--- src/rtl/muldiv_pkg.sv ---
// Shared types and latencies for the HI/LO multiply/divide unit.
package muldiv_pkg;

  typedef enum logic [3:0] {
    OP_NOP   = 4'd0,
    OP_MULT  = 4'd1,
    OP_MULTU = 4'd2,
    OP_DIV   = 4'd3,
    OP_DIVU  = 4'd4,
    OP_MUL   = 4'd5,
    OP_MTHI  = 4'd6,
    OP_MTLO  = 4'd7
  } muldiv_op_t;

  typedef enum logic [1:0] {
    ST_IDLE    = 2'd0,
    ST_MUL_RUN = 2'd1,
    ST_DIV_RUN = 2'd2
  } muldiv_state_t;

  localparam int MUL_LAT_FAST = 1;
  localparam int MUL_LAT_ITER = 32;
  localparam int DIV_LAT      = 32;

  // Magnitude of a 32-bit operand; only negated when treated as signed.
  function automatic logic [31:0] abs32(input logic [31:0] v, input logic sgn);
    return (sgn && v[31]) ? -v : v;
  endfunction

endpackage

--- src/rtl/muldiv_if.sv ---
// Execute-stage <-> multiply/divide unit connection.
interface muldiv_if;
  import muldiv_pkg::*;

  logic        op_valid;
  muldiv_op_t  op;
  logic [31:0] src_a;
  logic [31:0] src_b;
  logic        flush;
  logic        busy;
  logic [31:0] hi;
  logic [31:0] lo;

  modport master (output op_valid, op, src_a, src_b, flush,
                  input  busy, hi, lo);
  modport slave  (input  op_valid, op, src_a, src_b, flush,
                  output busy, hi, lo);
endinterface

--- src/rtl/muldiv_div_core.sv ---
// Radix-2 restoring divider, one quotient bit per cycle, signed results fixed up
// on the final step; divide-by-zero yields quot=all-ones, rem=dividend.
module muldiv_div_core
  import muldiv_pkg::*;
(
  input  logic        clk,
  input  logic        resetn,
  input  logic        start,
  input  logic        signed_op,
  input  logic [31:0] a,
  input  logic [31:0] b,
  input  logic        abort,
  output logic        done,
  output logic [31:0] quot,
  output logic [31:0] rem
);

  logic        running_q;
  logic [4:0]  step_q;
  logic [31:0] q_q, r_q, d_q, a_orig_q;
  logic        neg_q_q, neg_r_q, by_zero_q;

  logic [32:0] trial, diff;
  logic        fits;
  logic [31:0] q_next, r_next;

  // Shift the next dividend bit into the partial remainder and try to subtract.
  assign trial  = {r_q, q_q[31]};
  assign diff   = trial - {1'b0, d_q};
  assign fits   = ~diff[32];
  assign r_next = fits ? diff[31:0] : trial[31:0];
  assign q_next = {q_q[30:0], fits};

  assign done = running_q && (step_q == 5'(DIV_LAT - 1));
  assign quot = by_zero_q ? 32'hFFFF_FFFF : (neg_q_q ? -q_next : q_next);
  assign rem  = by_zero_q ? a_orig_q      : (neg_r_q ? -r_next : r_next);

  // NOTE: state uses non-blocking assignments so every flop samples pre-edge values.
  // NOTE: datapath registers are reset too, so reset leaves no stale operands behind.
  always_ff @(posedge clk or negedge resetn) begin
    if (!resetn) begin
      running_q <= 1'b0;
      step_q    <= '0;
      q_q       <= '0;
      r_q       <= '0;
      d_q       <= '0;
      a_orig_q  <= '0;
      neg_q_q   <= 1'b0;
      neg_r_q   <= 1'b0;
      by_zero_q <= 1'b0;
    end else if (abort) begin
      running_q <= 1'b0;
      step_q    <= '0;
    end else if (start) begin
      running_q <= 1'b1;
      step_q    <= '0;
      q_q       <= abs32(a, signed_op);
      r_q       <= '0;
      d_q       <= abs32(b, signed_op);
      a_orig_q  <= a;
      neg_q_q   <= signed_op & (a[31] ^ b[31]);
      neg_r_q   <= signed_op & a[31];
      by_zero_q <= (b == 32'd0);
    end else if (running_q) begin
      q_q    <= q_next;
      r_q    <= r_next;
      step_q <= step_q + 5'd1;
      if (done) running_q <= 1'b0;
    end
  end

endmodule

--- src/rtl/muldiv_unit.sv ---
// HI/LO multiply/divide unit. Define MULDIV_FAST_MUL_EN for a single-cycle
// multiplier; otherwise multiply is iterative shift-add over 32 cycles.
module muldiv_unit
  import muldiv_pkg::*;
(
  input logic      clk,
  input logic      resetn,
  muldiv_if.slave  bus
);

`ifdef MULDIV_FAST_MUL_EN
  localparam int MUL_LAT = MUL_LAT_FAST;
`else
  localparam int MUL_LAT = MUL_LAT_ITER;
`endif
  localparam logic [4:0] MUL_LAST = 5'(MUL_LAT - 1);
  localparam logic [4:0] DIV_LAST = 5'(DIV_LAT - 1);

  muldiv_state_t state_q, state_d;
  logic [4:0]    count_q, count_d;
  logic [31:0]   hi_q, lo_q;
  logic          busy, issue, is_mul_op, is_div_op, signed_op;
  logic          accept, mt_write, mul_wr, div_wr;
  logic [63:0]   mul_result;
  logic          div_done;
  logic [31:0]   div_quot, div_rem;

  assign busy      = (state_q != ST_IDLE);
  assign issue     = bus.op_valid & ~busy & ~bus.flush;
  assign is_mul_op = bus.op inside {OP_MULT, OP_MULTU, OP_MUL};
  assign is_div_op = bus.op inside {OP_DIV, OP_DIVU};
  assign signed_op = (bus.op != OP_MULTU) && (bus.op != OP_DIVU);
  assign accept    = issue & (is_mul_op | is_div_op);
  assign mt_write  = issue & ((bus.op == OP_MTHI) || (bus.op == OP_MTLO));
  // A flush on the final cycle still wins: the result is dropped.
  assign mul_wr    = (state_q == ST_MUL_RUN) && (count_q == MUL_LAST) && !bus.flush;
  assign div_wr    = (state_q == ST_DIV_RUN) && div_done && !bus.flush;

  always_ff @(posedge clk or negedge resetn) begin
    if (!resetn) begin
      state_q <= ST_IDLE;
      count_q <= '0;
    end else begin
      state_q <= state_d;
      count_q <= count_d;
    end
  end

  // NOTE: defaults first so every path assigns state_d/count_d and no latch is inferred.
  always_comb begin
    state_d = state_q;
    count_d = count_q;
    unique case (state_q)
      ST_IDLE: begin
        if (accept) begin
          state_d = is_div_op ? ST_DIV_RUN : ST_MUL_RUN;
          count_d = '0;
        end
      end
      ST_MUL_RUN, ST_DIV_RUN: begin
        if (bus.flush ||
            (state_q == ST_MUL_RUN && count_q == MUL_LAST) ||
            (state_q == ST_DIV_RUN && count_q == DIV_LAST)) begin
          state_d = ST_IDLE;
          count_d = '0;
        end else begin
          count_d = count_q + 5'd1;
        end
      end
      default: begin
        state_d = ST_IDLE;
        count_d = '0;
      end
    endcase
  end

`ifdef MULDIV_FAST_MUL_EN
  // Operands sign/zero-extended from 33 bits; the low 64 product bits are exact.
  logic [63:0] fast_a, fast_b, fast_prod_q;
  assign fast_a = {{32{signed_op & bus.src_a[31]}}, bus.src_a};
  assign fast_b = {{32{signed_op & bus.src_b[31]}}, bus.src_b};

  always_ff @(posedge clk or negedge resetn) begin
    if (!resetn)                fast_prod_q <= '0;
    else if (accept && is_mul_op) fast_prod_q <= fast_a * fast_b;
  end

  assign mul_result = fast_prod_q;
`else
  // Shift-add on magnitudes: multiplier sits in the low half and shifts out.
  logic [31:0] mcand_q;
  logic [63:0] prod_q, prod_next;
  logic [32:0] upper;
  logic        mul_neg_q;

  assign upper     = {1'b0, prod_q[63:32]} + (prod_q[0] ? {1'b0, mcand_q} : 33'd0);
  assign prod_next = {upper, prod_q[31:1]};

  always_ff @(posedge clk or negedge resetn) begin
    if (!resetn) begin
      mcand_q   <= '0;
      prod_q    <= '0;
      mul_neg_q <= 1'b0;
    end else if (accept && is_mul_op) begin
      mcand_q   <= abs32(bus.src_a, signed_op);
      prod_q    <= {32'd0, abs32(bus.src_b, signed_op)};
      mul_neg_q <= signed_op & (bus.src_a[31] ^ bus.src_b[31]);
    end else if (state_q == ST_MUL_RUN) begin
      prod_q    <= prod_next;
    end
  end

  assign mul_result = mul_neg_q ? -prod_next : prod_next;
`endif

  muldiv_div_core u_div (
    .clk       (clk),
    .resetn    (resetn),
    .start     (accept & is_div_op),
    .signed_op (signed_op),
    .a         (bus.src_a),
    .b         (bus.src_b),
    .abort     (bus.flush & (state_q == ST_DIV_RUN)),
    .done      (div_done),
    .quot      (div_quot),
    .rem       (div_rem)
  );

  always_ff @(posedge clk or negedge resetn) begin
    if (!resetn) begin
      hi_q <= '0;
      lo_q <= '0;
    end else if (mt_write) begin
      if (bus.op == OP_MTHI) hi_q <= bus.src_a;
      else                   lo_q <= bus.src_a;
    end else if (mul_wr) begin
      hi_q <= mul_result[63:32];
      lo_q <= mul_result[31:0];
    end else if (div_wr) begin
      hi_q <= div_rem;
      lo_q <= div_quot;
    end
  end

  assign bus.busy = busy;
  assign bus.hi   = hi_q;
  assign bus.lo   = lo_q;

endmodule

--- src/flat_wrapper.sv ---
// flat-port wrapper written by rule: the top's interface ports become plain ports
module muldiv_unit_flat import muldiv_pkg::*;
  (clk, resetn, bus_op_valid, bus_op, bus_src_a, bus_src_b, bus_flush, bus_busy, bus_hi, bus_lo);
  muldiv_if bus_i ();
  input logic clk;
  input logic resetn;
  input wire logic [$bits(bus_i.op_valid)-1:0] bus_op_valid;
  input wire logic [$bits(bus_i.op)-1:0] bus_op;
  input wire logic [$bits(bus_i.src_a)-1:0] bus_src_a;
  input wire logic [$bits(bus_i.src_b)-1:0] bus_src_b;
  input wire logic [$bits(bus_i.flush)-1:0] bus_flush;
  output wire logic [$bits(bus_i.busy)-1:0] bus_busy;
  output wire logic [$bits(bus_i.hi)-1:0] bus_hi;
  output wire logic [$bits(bus_i.lo)-1:0] bus_lo;
  assign bus_i.op_valid = bus_op_valid;
  assign bus_i.op = bus_op;
  assign bus_i.src_a = bus_src_a;
  assign bus_i.src_b = bus_src_b;
  assign bus_i.flush = bus_flush;
  assign bus_busy = bus_i.busy;
  assign bus_hi = bus_i.hi;
  assign bus_lo = bus_i.lo;
  muldiv_unit u_core (.clk(clk), .resetn(resetn), .bus(bus_i));
endmodule
--- config.mk ---
export PLATFORM = sky130hd
export DESIGN_NAME = muldiv_unit_flat
export DESIGN_NICKNAME = d
export VERILOG_FILES = /design/src/rtl/muldiv_pkg.sv /design/src/rtl/muldiv_if.sv /design/src/rtl/muldiv_div_core.sv /design/src/rtl/muldiv_unit.sv /design/src/flat_wrapper.sv
export SDC_FILE = /design/constraint.sdc
export NUM_CORES = 1
export LEC_CHECK = 0
export CORE_MARGIN = 4
export CORE_UTILIZATION = 40
export DETAILED_ROUTE_END_ITERATION = 12
export SYNTH_ARGS = -nofsm -noshare
export SYNTH_HDL_FRONTEND = slang
export SYNTH_SLANG_ARGS = --single-unit
--- constraint.sdc ---
create_clock -name clk -period 5.3 [get_ports clk]
set_input_delay 0.53 -clock clk [delete_from_list [all_inputs] [get_ports clk]]
set_output_delay 0.53 -clock clk [all_outputs]
set_load 0.03 [all_outputs]
======== Yosys cells after proc, flatten, opt, wreduce, memory -nomap -nowiden ========
Index checks and enable logic that the tools add are counted.
word-level totals
  word-level logic and storage cells ...... 122
  bits in registers ....................... 305
  output and inout bits ................... 65
cells by class
  add/sub/neg operators ................... 9
  equal/unequal tests ..................... 17
  bitwise operators ....................... 14
  muxes and demuxes ....................... 37
  reduce and logical (&&, ||, !) cells .... 29
operators with widths
  operator               count
  $mux W32               20
  $mux W64               3
  $neg A32 Y32           4
  $neg A64 Y64           1
  $add A32 B33 Y33       1
  $sub A33 B32 Y33       1
  $logic_not A32 Y1      1
  $mux W5                5
  $eq A4 B3 Y1 const B   4
  $add A5 B1 Y5 const B  2
  $eq A5 B5 Y1 const B   2
  $logic_and A1 B1 Y1    10
  $pmux W5 S2            1
  $reduce_and A2 Y1      5
  $reduce_bool A3 Y1     3
  $and A1 B1 Y1          8
  $eq A4 B2 Y1 const B   2
  $reduce_bool A2 Y1     4
  $mux W2                3
  $eq A4 B1 Y1 const B   1
  $mux W1                4
  $ne A2 B1 Y1 const B   2
  $ne A2 B2 Y1 const B   2
  $ne A4 B2 Y1 const B   1
  11 further kinds       16

======== Longest topological paths before layout ========
  depth in word-level cells ............... 8
  mapped depth ............................ 26
  gate-level depth less buffers ........... 22

======== By module ========
A second synthesis with hierarchy kept.
second synthesis, totals
  cell total of the unflattened synthesis .. 3098
  area total of the unflattened synthesis .. 24323.3 um^2
by module, submodules not included
  module           cells each  area each (um^2)  times used
  muldiv_unit      1578        12739.7           1
  muldiv_div_core  1520        11583.6           1

======== Worst setup path after synthesis ========
Ideal clock, no wire load.
  path type ............................... reg2reg
  from .................................... register u_core.u_div.q_q[31]
  to ...................................... register u_core.lo_q[28] (netlist: u_core.bus.lo[28])
  path buffers ............................ 4
  path slack .............................. -0.259 ns
  data arrival time ....................... 5.482 ns
  stages on the path, launching flop included .. 26
  clock period less this slack ............ 5.559 ns
  required time ........................... 5.223 ns
  path through ............................ dfrtp_1 > inv_1 > ha_1 > inv_1 > fa_1 > a211oi_2 > o31ai_4 > nand4_1 > clkbuf_1 > a31oi_1 > nor3_1 > buf_2 > nor2_2 > inv_1 > buf_2 > buf_1 > ha_1 > nand2_1 > or4b_2 > or2_2 > or3b_1 > o21ai_0 > xor2_1 > a221oi_1 > a21oi_1 > a21oi_1
on the way
  longest elaborated chain between the ends .. 8
RTL lines
  item                      RTL line               source
  start: declaration        muldiv_div_core.sv:20  logic [31:0] q_q, r_q, d_q, a_orig_q;
  start signal: assignment  muldiv_div_core.sv:57  q_q <= abs32(a, signed_op);
  start signal: assignment  muldiv_div_core.sv:65  q_q <= q_next;
  $sub A33 B32 Y33          muldiv_div_core.sv:29  assign diff = trial - {1'b0, d_q};
  $not A1 Y1                muldiv_div_core.sv:30  assign fits = ~diff[32];
  $neg A32 Y32              muldiv_div_core.sv:35  assign quot = by_zero_q ? 32'hFFFF_FFFF : (neg_q_q ? -q_next : q_next);
  $mux W32 (2 in a row)     muldiv_div_core.sv:35
  $mux W32                  muldiv_unit.sv:139     end else if (div_wr) begin
  $mux W32                  muldiv_unit.sv:136     end else if (mul_wr) begin
  $mux W32                  muldiv_unit.sv:133     end else if (mt_write) begin
  end signal: assignment    muldiv_unit.sv:135     else lo_q <= bus.src_a;
  end signal: assignment    muldiv_unit.sv:138     lo_q <= mul_result[31:0];
  end signal: assignment    muldiv_unit.sv:141     lo_q <= div_quot;
  end: declaration          muldiv_unit.sv:21      logic [31:0] hi_q, lo_q;
No other way between the ends. The select of a mux whose other input is x is not followed.
A chain may end at the register's enable or synchronous reset.

======== Worst setup path in the final report ========
  from .................................... register u_core.prod_q[0]
  to ...................................... register u_core.hi_q[29] (netlist: u_core.bus.hi[29])
on the way
  longest elaborated chain between the ends .. 6
RTL lines
  item                      RTL line            source
  start: declaration        muldiv_unit.sv:92   logic [63:0] prod_q, prod_next;
  start signal: assignment  muldiv_unit.sv:106  prod_q <= {32'd0, abs32(bus.src_b, signed_op)};
  start signal: assignment  muldiv_unit.sv:109  prod_q <= prod_next;
  $mux W32 *                muldiv_unit.sv:96   assign upper = {1'b0, prod_q[63:32]} + (prod_q[0] ? {1'b0, mcand_q} : 33'd0);
  $add A32 B33 Y33 *        muldiv_unit.sv:96
  $neg A64 Y64              muldiv_unit.sv:113  assign mul_result = mul_neg_q ? -prod_next : prod_next;
  $mux W64 *                muldiv_unit.sv:113
  $mux W32 *                muldiv_unit.sv:136
  $mux W32 *                muldiv_unit.sv:133
  end signal: assignment    muldiv_unit.sv:134  if (bus.op == OP_MTHI) hi_q <= bus.src_a;
  end signal: assignment    muldiv_unit.sv:137  hi_q <= mul_result[63:32];
  end signal: assignment    muldiv_unit.sv:140  hi_q <= div_rem;
  end: declaration          muldiv_unit.sv:21
Every way passes the cells marked *; elsewhere a longest branch is shown, timed or not.

==> impl_metrics.json <==
{
  "cp_max_fo": 24,
  "timing.rr.end": "u_core.bus.hi[29]",
  "die_w_um": 244.3,
  "synth-async-reset-ratio": 1.000,
  "ys_seq_area_frac": 0.3416,
  "dieArea_sq_mm": 0.05969,
  "synthFlopType": "dfrtp_1",
  "crit_end": "u_core.bus.hi[29]",
  "synth_most_common_cell": "nand2_1",
  "ys_top_cells_by_count": "364 x nand2_1, 305 x dfrtp_1, 257 x o21ai_0, 241 x a21oi_1, 205 x nor2_1",
  "power.density_mw_per_mm2": 788.7,
  "synth_cell_type_count": 93,
  "num_vias": 21913,
  "routed_wl_um": 86170,
  "mappedNetlistArea_sq_mm": 0.02234,
  "hold_path_class": "primary input to asynchronous set/reset pin",
  "grt_overflow": 0,
  "synth_top_cell_by_area": "dfrtp_1",
  "clock-sinks": 305,
  "num_rows": 86,
  "start_kind": "flip-flop",
  "post_dp_cell_area_sq_mm": 0.02458,
  "fin_skew_ps": 20.85,
  "grt_pass1_wl_um": 129000,
  "p_leak_nw": 11.00,
  "first_global_vias": 20649,
  "synth_nets": 2904,
  "layout-drive-gt1-share": 0.06942,
  "rrSetupSlack_ps": 250,
  "gp_congestion": 0.9314,
  "crit_path_cell_trace": "and2_1, ha_1, nand4_1, or3_1, nand4b_1, a31oi_1, o21ai_0, a32oi_1, nand4_1, nor4_2, a21oi_1, xnor2_1, a21oi_1, a221o_1",
  "fp.coreArea_sq_mm": 0.05520,
  "cts_max_level": 2,
  "fin_nets": 2974,
  "drv_cap": 0,
  "post-synth-top-area-fraction": 0.3416,
  "slowest_stage": "dfrtp_1",
  "hpwl_um": 64800,
  "drt_first_iter_violations": 2343,
  "num_antenna_cells": 0,
  "critical_path_class": "flip-flop to flip-flop",
  "antenna_found_initial": 5,
  "outcome": "finished, violations left",
  "cts_buffers": 39,
  "pin_count": 137,
  "drc": 0,
  "reg2reg_from": "u_core.prod_q[0]",
  "start_util": 0.4047,
  "reg2reg_depth": 14,
  "finalCriticalPeriod_ps": 5052,
  "path_clk_slew_ps": 60,
  "syn-mean-instance-area_sq_um": 8.112,
  "cts_root_buffer": "clkbuf_16",
  "fmax_ghz": 0.1979,
  "track_usage": 0.2788,
  "setup-violations-final": 0,
  "peakVddDrop_mv": 0.4050,
  "critPathRequiredTime_ps": 5740,
  "cp_data_arrival_time_ps": 5500,
  "port_buffers": 136,
  "worstSkewPairLatency_ps": 560,
  "synth_warnings": 0,
  "worstSetupStartpoint": "u_core.prod_q[0]",
  "ant_nets": 0,
  "synth_edf_count": 0,
  "slew_violations": 0,
  "synth.area.top_cells": "dfrtp_1 34%, nand2_1 6.1%, o21ai_0 5.8%",
  "clockBufferDepth": 3,
  "fin_area_sq_mm": 0.02594,
  "synth_cells": 2754,
  "post-route-util": 0.4699,
  "grt_max_degree": 148,
  "syn2layout_area_growth_pct": 16.12,
  "setup_tns_ps": 0,
  "synth-seq-cells": 305,
  "hold-worst-slack_ps": -21.84,
  "violations": "negative hold slack",
  "final-hold-violation-count": 2,
  "endpoint_kind": "flip-flop",
  "routed_via_density": 6.087,
  "max_stage_delay_ps": 610,
  "period_share": 0.9532,
  "fp.dieH_um": 244.3,
  "relSlewSlack": 0.3087,
  "routedWlPerCell_um": 23.94,
  "worstMarginPinSlew_ps": 1011,
  "cts_tree": "yes",
  "first_pass_iters": 5
}
## power breakdown
group | switching, mW | total [mW] | internal, mW
registers | 1.16 | 4.52 | 3.36
clock network | 1.12 | 2.79 | 1.67
logic | 8.17 | 13.1 | 4.98
## cell type report
type / count / area, sq um
Clock buffer: 53 / 1119
Clock inverter: 16 / 193.9
Fill cell: 5362 / 29260
Inverter: 70 / 262.8
Multi-Input combinational cell: 2200 / 13860
Sequential cell: 305 / 7634
Tap cell: 748 / 935.9
Timing Repair Buffer: 208 / 1932
## worst min path at each step
stage                                          from                   endpoint  slack [ps]
after global placement           u_core.mcand_q[11]         u_core.mcand_q[11]         460
after floorplan                              resetn           u_core.bus.hi[0]         230
after global routing                         resetn        u_core.u_div.d_q[5]          50
after CTS                                    resetn        u_core.u_div.d_q[5]           5
final                                        resetn        u_core.u_div.d_q[5]         -20
after detailed placement  u_core.u_div.a_orig_q[27]  u_core.u_div.a_orig_q[27]         460
## cell families after synthesis
kind of cell | share of synthesized area
multiplexers | 0.03209
XOR/XNOR | 0.08311
adder cells (fa/ha/maj) | 0.04436
flip-flops | 0.3416
AO/OA/AOI/OAI | 0.2487
buffers and inverters | 0.04290
AND/OR/NAND/NOR | 0.2072
## repair_timing
item,in CTS,in global routing
gates resized for setup,0,12
hold buffers,0,0
setup buffers,0,0
setup endpoints to repair,0,14
## stage by stage
stage               cells  worst slack [ps]  total power [mW]
finish               3600             247.9             20.46
global route         3600            -49.76             21.84
CTS                  3600             116.2             20.25
detailed placement   3531             143.7             17.37
global placement     3531             220.3             17.25
floorplan            2754             21.47             12.94
## sequential cells by signal (all words and copies together) (netlist names)
register and count:
u_core.mcand_q 32, u_core.u_div.a_orig_q 32, u_core.u_div.r_q 32, u_core.u_div.by_zero_q 1
u_core.u_div.neg_q_q 1, u_core.state_q 2, u_core.count_q 5, u_core.mul_neg_q 1
u_core.u_div.running_q 1, u_core.u_div.step_q 5, u_core.bus.lo 32, u_core.bus.hi 32
u_core.prod_q 64, u_core.u_div.q_q 32, u_core.u_div.neg_r_q 1, u_core.u_div.d_q 32
## layer usage
metal | global-route usage | up-vias | share of wire
met4 | 0.08523 | 4 | 0.031
met5 | 0 | - | 0.00043
met3 | 0.07917 | 164 | 0.098
met2 | 0.4081 | 949 | 0.42
li1 | - | 10112 | -
met1 | 0.3993 | 10684 | 0.45
## critical path: cells and delay by family (launching register included)
| kind | cells | cell delay (ps) |
|---|---|---|
| xor+xnor | 1 | 290 |
| fa+ha+maj | 1 | 460 |
| compound gates | 6 | 1430 |
| flops | 1 | 610 |
| simple gates | 6 | 2140 |
## cells in the final DEF, fill, tap and decap left out, types with 44 or more instances in the layout
cell,n
xor2_1,122
clkdlybuf4s50_1,135
buf_4,70
a21oi_1,239
nand3_1,44
xnor2_1,90
and2_1,50
o21ai_0,255
ha_1,74
a211oi_1,50
mux2i_1,66
inv_1,69
nor3_1,55
dfrtp_1,304
nor2_1,202
nand2_1,363
Power figures use the tool's default switching activity.
